<file path="src/rtl/spu_sm_expu_pwl_pipe_if.sv">
// Stream and configuration bundle for the softmax PWL exponent unit.
// The slave modport is the unit itself; master is the upstream/downstream/config side.
interface spu_sm_expu_pwl_pipe_if #(
    parameter int LANES  = 4,
    parameter int SEGS   = 8,
    parameter int DIN_W  = 9,
    parameter int OUT_W  = 8,
    parameter int BIAS_W = 16
);
    logic                      in_valid;
    logic                      in_ready;
    logic [LANES*DIN_W-1:0]    din;
    logic                      out_valid;
    logic                      out_ready;
    logic [LANES*OUT_W-1:0]    dout;
    logic                      cfg_we;
    logic [1:0]                cfg_sel;
    logic [$clog2(SEGS)-1:0]   cfg_idx;
    logic [BIAS_W-1:0]         cfg_wdata;
    logic                      cfg_err;
    logic                      busy;

    modport master (
        output in_valid, din, out_ready, cfg_we, cfg_sel, cfg_idx, cfg_wdata,
        input  in_ready, out_valid, dout, cfg_err, busy
    );

    modport slave (
        input  in_valid, din, out_ready, cfg_we, cfg_sel, cfg_idx, cfg_wdata,
        output in_ready, out_valid, dout, cfg_err, busy
    );
endinterface

</file>
<file path="src/rtl/spu_sm_expu_pwl_pipe.sv">
// Three-stage piecewise-linear exp approximation shared across LANES for the softmax SPU.
// p0 picks a segment, p1 forms coef*x+bias, p2 scales, rounds half-to-even and saturates.
module spu_sm_expu_pwl_pipe #(
    parameter int LANES   = 4,
    parameter int SEGS    = 8,
    parameter int DIN_W   = 9,
    parameter int COEF_W  = 8,
    parameter int BIAS_W  = 16,
    parameter int OUT_W   = 8,
    parameter int FRAC    = 6,
    parameter int SHIFT_W = 4
) (
    input  logic                 clk,
    input  logic                 rst_n,
    spu_sm_expu_pwl_pipe_if.slave bus
);
    localparam int IDX_W  = $clog2(SEGS);
    localparam int PROD_W = COEF_W + DIN_W;
    localparam int ACC_W  = ((PROD_W > BIAS_W) ? PROD_W : BIAS_W) + 1;
    localparam int V_W    = ACC_W + (1 << SHIFT_W) - 1;
    localparam logic [OUT_W-1:0] OUT_MAX = '1;

    logic signed [DIN_W-1:0]  r_bp   [SEGS-1];
    logic signed [COEF_W-1:0] r_coef [SEGS];
    logic signed [BIAS_W-1:0] r_bias [SEGS];
    logic [SHIFT_W-1:0]       r_shift;
    logic                     r_cfg_err;

    logic                     r_vld_p0, r_vld_p1, r_vld_p2;
    logic signed [DIN_W-1:0]  r_din_p0 [LANES];
    logic [IDX_W-1:0]         r_seg_p0 [LANES];
    logic signed [ACC_W-1:0]  r_acc_p1 [LANES];
    logic [LANES*OUT_W-1:0]   r_dout_p2;

    logic w_stall, w_adv, w_busy, w_cfg_ok;

    // Breakpoints need not be sorted: the lowest matching index wins.
    function automatic logic [IDX_W-1:0] seg_sel(input logic signed [DIN_W-1:0] d);
        logic [IDX_W-1:0] s;
        s = IDX_W'(SEGS-1);
        for (int i = SEGS-2; i >= 0; i--)
            if (d < r_bp[i]) s = IDX_W'(i);
        return s;
    endfunction

    function automatic logic signed [ACC_W-1:0] affine(
        input logic signed [COEF_W-1:0] c,
        input logic signed [DIN_W-1:0]  d,
        input logic signed [BIAS_W-1:0] b
    );
        logic signed [ACC_W-1:0] c_x, d_x, b_x;
        c_x = {{(ACC_W-COEF_W){c[COEF_W-1]}}, c};
        d_x = {{(ACC_W-DIN_W){d[DIN_W-1]}}, d};
        b_x = {{(ACC_W-BIAS_W){b[BIAS_W-1]}}, b};
        return c_x * d_x + b_x;
    endfunction

    // Saturation is decided on the pre-round integer so rounding can never wrap.
    function automatic logic [OUT_W-1:0] scale_round_sat(
        input logic signed [ACC_W-1:0] acc,
        input logic [SHIFT_W-1:0]      sh
    );
        logic [V_W-1:0] v;
        logic [V_W-1:0] q;
        logic           rnd;
        if (acc[ACC_W-1]) return '0;
        v   = {{(V_W-ACC_W){1'b0}}, acc} << sh;
        q   = v >> FRAC;
        rnd = v[FRAC-1] & (v[FRAC] | (|v[FRAC-2:0]));
        if (q >= V_W'(OUT_MAX)) return OUT_MAX;
        return q[OUT_W-1:0] + OUT_W'(rnd);
    endfunction

    assign w_stall  = r_vld_p2 & ~bus.out_ready;
    assign w_adv    = ~w_stall;
    assign w_busy   = r_vld_p0 | r_vld_p1 | r_vld_p2;
    assign w_cfg_ok = bus.cfg_we & ~w_busy & ~bus.in_valid;

    always_ff @(posedge clk) begin
        if (!rst_n) begin
            for (int i = 0; i < SEGS-1; i++) r_bp[i] <= '0;
            for (int i = 0; i < SEGS; i++) begin
                r_coef[i] <= '0;
                r_bias[i] <= '0;
            end
            r_shift   <= '0;
            r_cfg_err <= 1'b0;
        end else begin
            r_cfg_err <= bus.cfg_we & ~w_cfg_ok;
            if (w_cfg_ok) begin
                case (bus.cfg_sel)
                    2'd0: if (int'(bus.cfg_idx) <= SEGS-2)
                              r_bp[bus.cfg_idx] <= bus.cfg_wdata[DIN_W-1:0];
                    2'd1: r_coef[bus.cfg_idx] <= bus.cfg_wdata[COEF_W-1:0];
                    2'd2: r_bias[bus.cfg_idx] <= bus.cfg_wdata;
                    2'd3: r_shift <= bus.cfg_wdata[SHIFT_W-1:0];
                endcase
            end
        end
    end

    always_ff @(posedge clk) begin
        if (!rst_n) begin
            r_vld_p0  <= 1'b0;
            r_vld_p1  <= 1'b0;
            r_vld_p2  <= 1'b0;
            r_dout_p2 <= '0;
        end else if (w_adv) begin
            r_vld_p0 <= bus.in_valid;
            r_vld_p1 <= r_vld_p0;
            r_vld_p2 <= r_vld_p1;
            // p1 -> p2: scale, round, saturate
            if (r_vld_p1)
                for (int l = 0; l < LANES; l++)
                    r_dout_p2[l*OUT_W +: OUT_W] <= scale_round_sat(r_acc_p1[l], r_shift);
        end
    end

    always_ff @(posedge clk) begin
        if (w_adv) begin
            for (int l = 0; l < LANES; l++) begin
                // input -> p0: segment select
                if (bus.in_valid) begin
                    r_din_p0[l] <= bus.din[l*DIN_W +: DIN_W];
                    r_seg_p0[l] <= seg_sel(bus.din[l*DIN_W +: DIN_W]);
                end
                // p0 -> p1: full-precision affine term
                if (r_vld_p0)
                    r_acc_p1[l] <= affine(r_coef[r_seg_p0[l]], r_din_p0[l], r_bias[r_seg_p0[l]]);
            end
        end
    end

    assign bus.in_ready  = ~w_stall;
    assign bus.out_valid = r_vld_p2;
    assign bus.dout      = r_dout_p2;
    assign bus.cfg_err   = r_cfg_err;
    assign bus.busy      = w_busy;
endmodule

</file>
<file path="src/flat_wrapper.sv">
// flat-port wrapper written by rule: the top's interface ports become plain ports
module spu_sm_expu_pwl_pipe_flat 
#(
    parameter int LANES   = 4,
    parameter int SEGS    = 8,
    parameter int DIN_W   = 9,
    parameter int COEF_W  = 8,
    parameter int BIAS_W  = 16,
    parameter int OUT_W   = 8,
    parameter int FRAC    = 6,
    parameter int SHIFT_W = 4
)
  (clk, rst_n, bus_in_valid, bus_din, bus_out_ready, bus_cfg_we, bus_cfg_sel, bus_cfg_idx, bus_cfg_wdata, bus_in_ready, bus_out_valid, bus_dout, bus_cfg_err, bus_busy);
  spu_sm_expu_pwl_pipe_if #(.LANES(LANES), .SEGS(SEGS), .DIN_W(DIN_W), .OUT_W(OUT_W), .BIAS_W(BIAS_W)) bus_i ();
  input  logic clk;
  input  logic rst_n;
  input wire logic [$bits(bus_i.in_valid)-1:0] bus_in_valid;
  input wire logic [$bits(bus_i.din)-1:0] bus_din;
  input wire logic [$bits(bus_i.out_ready)-1:0] bus_out_ready;
  input wire logic [$bits(bus_i.cfg_we)-1:0] bus_cfg_we;
  input wire logic [$bits(bus_i.cfg_sel)-1:0] bus_cfg_sel;
  input wire logic [$bits(bus_i.cfg_idx)-1:0] bus_cfg_idx;
  input wire logic [$bits(bus_i.cfg_wdata)-1:0] bus_cfg_wdata;
  output wire logic [$bits(bus_i.in_ready)-1:0] bus_in_ready;
  output wire logic [$bits(bus_i.out_valid)-1:0] bus_out_valid;
  output wire logic [$bits(bus_i.dout)-1:0] bus_dout;
  output wire logic [$bits(bus_i.cfg_err)-1:0] bus_cfg_err;
  output wire logic [$bits(bus_i.busy)-1:0] bus_busy;
  assign bus_i.in_valid = bus_in_valid;
  assign bus_i.din = bus_din;
  assign bus_i.out_ready = bus_out_ready;
  assign bus_i.cfg_we = bus_cfg_we;
  assign bus_i.cfg_sel = bus_cfg_sel;
  assign bus_i.cfg_idx = bus_cfg_idx;
  assign bus_i.cfg_wdata = bus_cfg_wdata;
  assign bus_in_ready = bus_i.in_ready;
  assign bus_out_valid = bus_i.out_valid;
  assign bus_dout = bus_i.dout;
  assign bus_cfg_err = bus_i.cfg_err;
  assign bus_busy = bus_i.busy;
  spu_sm_expu_pwl_pipe #(.LANES(LANES), .SEGS(SEGS), .DIN_W(DIN_W), .COEF_W(COEF_W), .BIAS_W(BIAS_W), .OUT_W(OUT_W), .FRAC(FRAC), .SHIFT_W(SHIFT_W)) u_core (.clk(clk), .rst_n(rst_n), .bus(bus_i));
endmodule
</file>
<file path="config.mk">
export PLATFORM = sky130hd
export DESIGN_NAME = spu_sm_expu_pwl_pipe_flat
export DESIGN_NICKNAME = d
export VERILOG_FILES = /design/src/rtl/spu_sm_expu_pwl_pipe_if.sv /design/src/rtl/spu_sm_expu_pwl_pipe.sv /design/src/flat_wrapper.sv
export SDC_FILE = /design/constraint.sdc
export NUM_CORES = 2
export LEC_CHECK = 0
export BUFFER_PORTS_ARGS = -buffer_cell sky130_fd_sc_hd__buf_2
export CAP_MARGIN = 40
export CELL_PAD_IN_SITES_DETAIL_PLACEMENT = 0
export CELL_PAD_IN_SITES_GLOBAL_PLACEMENT = 1
export CORE_MARGIN = 8
export CORE_UTILIZATION = 35
export CTS_CLUSTER_DIAMETER = 150
export DETAILED_ROUTE_END_ITERATION = 8
export HOLD_SLACK_MARGIN = 0.02
export PLACE_DENSITY_LB_ADDON = 0.3
export SYNTH_ARGS = -nofsm -noshare
export SYNTH_HDL_FRONTEND = slang
export SYNTH_SLANG_ARGS = --single-unit
</file>
<file path="constraint.sdc">
create_clock -name clk -period 8.1 [get_ports clk]
set_clock_uncertainty 0.15 [all_clocks]
set_input_delay 0.81 -clock clk [delete_from_list [all_inputs] [get_ports clk]]
set_output_delay 0.81 -clock clk [all_outputs]
set_load 0.02 [all_outputs]
</file>
==> results by group <==
Outcome
  • Status: complete, no violations

Clocking
  • CTS Buf Count: 52
  • Clock root cell: clkbuf_16
  • Post-CTS setup repair buffer count: 0
  • Clk sink count: 415
  • Hold_buf cts: 0
  • PostCTS Resize Cnt: 0
  • H-tree depth: 2
  • TritonCTS clock tree: yes
  • Clock latency on the worst-skew pair: 0.66 ns
  • Clock-pin transition on the worst setup and hold timing paths: 0.06 ns
  • Longest Clk Path Bufs: 3

Setup path
  • Arrival time at the worst endpoint: 7.20 ns
  • Worst-path fanout max: 14
  • Kind of critical path: reg -> reg
  • Critical Path Max Stage Delay: 0.88 ns
  • Top delay family on crit path: adder cells
  • CP dominant cell by count: fa_1
  • Crit. End Element: flop
  • Critical path buffers and inverters: 3
  • Worst setup SP type: flop
  • Cell Chain, Critical Path: buf_4 -> mux4_2 -> mux2_2 -> and2_1 -> fa_1 -> fa_1 -> ha_1 -> inv_1 -> fa_1 -> inv_1 -> ha_1 -> ha_1 -> fa_1 -> a21o_1 -> a21oi_1 -> o21bai_1 -> a21o_1 -> a21oi_1 -> o21ai_0 -> o41ai_1 -> xnor2_1
  • CP required: 8.31 ns
  • Slowest CP cell: edfxtp_1

STA
  • RSZ-0062 raised after global routing: no
  • Relative slew margins: 36.5%
  • Final hold vios: 0
  • Minimum clock period: 7.00 ns
  • Period utilization: 86.4%
  • Measured slew at the worst slew-check pin: 0.943 ns
  • Setup violations, final: 0
  • Final count of pins violating max slew: 0
  • Max frequency: 0.143 GHz
  • Setup TNS: 0 ns

Detailed routing
  • DR vias/cell: 5.33
  • Total wire length: 129000 um
  • DR iter-0 viols: 2366
  • DR pass1 iterations: 6
  • Routed via count: 29443
  • Routed Antenna Nets: 0
  • DRC: 0
  • Routed WL per cell: 23.3 um

Pwr
  • Reg power frac: 20.7%
  • Maximum vdd drop: 0.266 mV
  • Sw Share: 43.1%
  • Lkg Pwr: 19.5 nW
  • Logic pwr share: 64.6%
  • Power Density: 362 nW/um2
  • Psw: 7.30 mW
  • Internal power: 9.66 mW
  • Clock power frac: 14.7%

Global route
  • First-pass GRT wire length: 193000 um
  • Largest net degree at the start of global routing: 79
  • Vias in the first global route: 29862
  • GRT Total Usage: 19.3%
  • Total grt overflow: 0
  • Antenna violations before repair: 5

Yosys
  • Synthesized net count: 4515
  • Post-Syn Area: 42100 um2
  • Netlist cell types: 81
  • Asr flop ratio synth: 0%
  • Number of synthesized flops with an enable pin: 366
  • Top cell type by total area after synthesis: edfxtp_1
  • Cells after Synth: 3737
  • Synth area leaders: edfxtp_1 (26%), fa_1 (16%), mux4_2 (12%)
  • Synth Warn #: 0
  • Register area share after synthesis: 28.4%
  • Share of the synthesized area in the top cell type: 26.1%
  • Avg Inst Size Synth: 11.3 um2
  • Yosys reg bits: 415
  • Post-synth top flop: edfxtp_1

Final layout
  • Post-layout util: 39.2%
  • Share of cells above drive strength 1: 15.1%
  • Area growth syn-to-layout: 11.3%
  • Final #Nets: 4645

Floorplan
  • Core ar.: 120000 um2
  • Die area: 132000 um2
  • Die X: 363 um
  • IO Count: 98
  • Cell Rows: 127
  • Initial Util: 35.2%
  • Die height: 363 um

Job
  • Maxcap violations: 0

Placement
  • Post-DP HPWL: 101000 um
  • IO Port Bufs: 97
  • RePlAce Congestion: 0.962

Min path
  • Hold Crit Class: reg -> reg
==> per-stage QoR <==
step	instances	power (mW)	instance area, um2	hold WS, ns	worst slack, ns
4_1_cts	5523	17.2	46900	0.256	1.12
3_3_place_gp	5405	14.5	44800	0.274	1.23
3_5_place_dp	5425	14.6	45100	0.275	1.16
5_1_grt	5523	18.8	46900	0.300	0.705
2_1_floorplan	3737	11.9	42100	0.310	1.57
6_report	5524	17.0	46900	0.282	1.10
==> metal layers <==
| metal | up-vias | wire length (um) | track usage (%) |
|---|---|---|---|
| met3 | 205 | 10800 | 5.46 |
| met4 | 0 | 5820 | 7.69 |
| met2 | 876 | 55100 | 29.4 |
| met1 | 14747 | 56900 | 26.0 |
| met5 | - | 0 | 0 |
| li1 | 13615 | - | - |
==> cell type report <==
type	count	area [um2]
inverter	405	1520
tap	1612	2020
fill	11583	72700
multi-input combinational	2778	28100
clock buffer	55	1310
clock inverter	43	549
timing repair buffer	215	1480
antenna	1	2.50
sequential	415	12000
==> path summary, 6_finish.rpt <==
path,slack [ns],startpoint,cells past startpoint,to
worst max-delay path,1.10,u_core.r_seg_p0[1][0],21,u_core.r_acc_p1[1][16]
worst min-delay path,0.28,u_core.bus.dout[27],2,u_core.bus.dout[27]
worst max register to register,1.10,u_core.r_seg_p0[1][0],21,u_core.r_acc_p1[1][16]
worst min register to register,0.28,u_core.bus.dout[27],2,u_core.bus.dout[27]
==> synthesized netlist by cell type, types with 18 or more instances <==
cell / count
mux2i_1: 143
ha_1: 388
buf_1: 34
nand3_1: 49
nand2_1: 196
a22o_1: 20
fa_1: 328
a31oi_1: 19
o21ai_0: 120
a211oi_1: 29
xnor2_1: 69
dfxtp_1: 49
a21o_1: 62
nor3_1: 60
a21oi_1: 119
mux2_2: 25
nand2b_1: 71
nor2_1: 206
and3_1: 18
mux4_2: 227
xor2_1: 26
edfxtp_1: 366
inv_1: 403
clkbuf_1: 75
and2_1: 212
nor2b_1: 167
==> state kept, by name, indices dropped and copies added (netlist names), 4 cells and up <==
name / flops
u_core.r_acc_p1: 72
u_core.bus.dout: 32
u_core.r_seg_p0: 12
u_core.r_coef: 64
u_core.r_bias: 128
u_core.r_din_p0: 36
u_core.r_shift: 4
u_core.r_bp: 63
==> worst register-to-register path, stage by stage, from the launching register on <==
cell      delay, ns
edfxtp_1       0.88
buf_4          0.37
mux4_2         0.52
mux2_2         0.37
and2_1         0.21
fa_1           0.43
fa_1           0.49
ha_1           0.29
inv_1          0.05
fa_1           0.47
inv_1          0.04
ha_1           0.27
ha_1           0.21
fa_1           0.41
a21o_1         0.18
a21oi_1        0.25
o21bai_1       0.10
a21o_1         0.20
a21oi_1        0.21
o21ai_0        0.18
o41ai_1        0.36
xnor2_1        0.10
==> power groups by stage <==
| stage | Clock (mW) | Combinational, mW | Sequential, mW |
|---|---|---|---|
| floorplan | 0 | 8.46 | 3.39 |
| global placement | 0 | 11.0 | 3.57 |
| detailed placement | 0 | 11.0 | 3.56 |
| CTS | 2.56 | 11.1 | 3.52 |
| global route | 2.63 | 12.6 | 3.56 |
| finish | 2.49 | 10.9 | 3.52 |
==> layout by cell type (no fill, tap or decap), drive strengths merged, types with 9 or more instances in the layout <==
cell,instances
mux2i,143
dfxtp,49
a21o,62
nor2b,167
nand2b,71
a21oi,119
nand3,49
nor2,206
clkinv,26
nand2,196
bufinv,9
o31ai,16
and2,213
or3,12
nor3b,11
ha,388
a211oi,30
o21ai,121
a2111oi,9
buf,214
nor4,15
edfxtp,366
fa,328
clkbuf,55
xnor2,69
or2,14
mux2,25
o211ai,11
inv,405
xor2,26
nand3b,10
nor3,60
and3,18
a22o,20
mux4,228
a31oi,19
==> cells by family (layout without fill, tap and decap cells) <==
kind of cell / Yosys count / in the layout / share of synthesized area, %
buffers and inverters: 544 / 718 / 5.05
XOR/XNOR: 95 / 95 / 1.97
AND/OR/NAND/NOR: 1075 / 1075 / 13.5
other: 0 / 1 / 0
adder cells (fa/ha/maj): 716 / 716 / 27.1
flip-flops: 415 / 415 / 28.4
multiplexers: 396 / 396 / 16.3
AO/OA/AOI/OAI: 496 / 496 / 7.69
(Power assumes the default switching activity.)
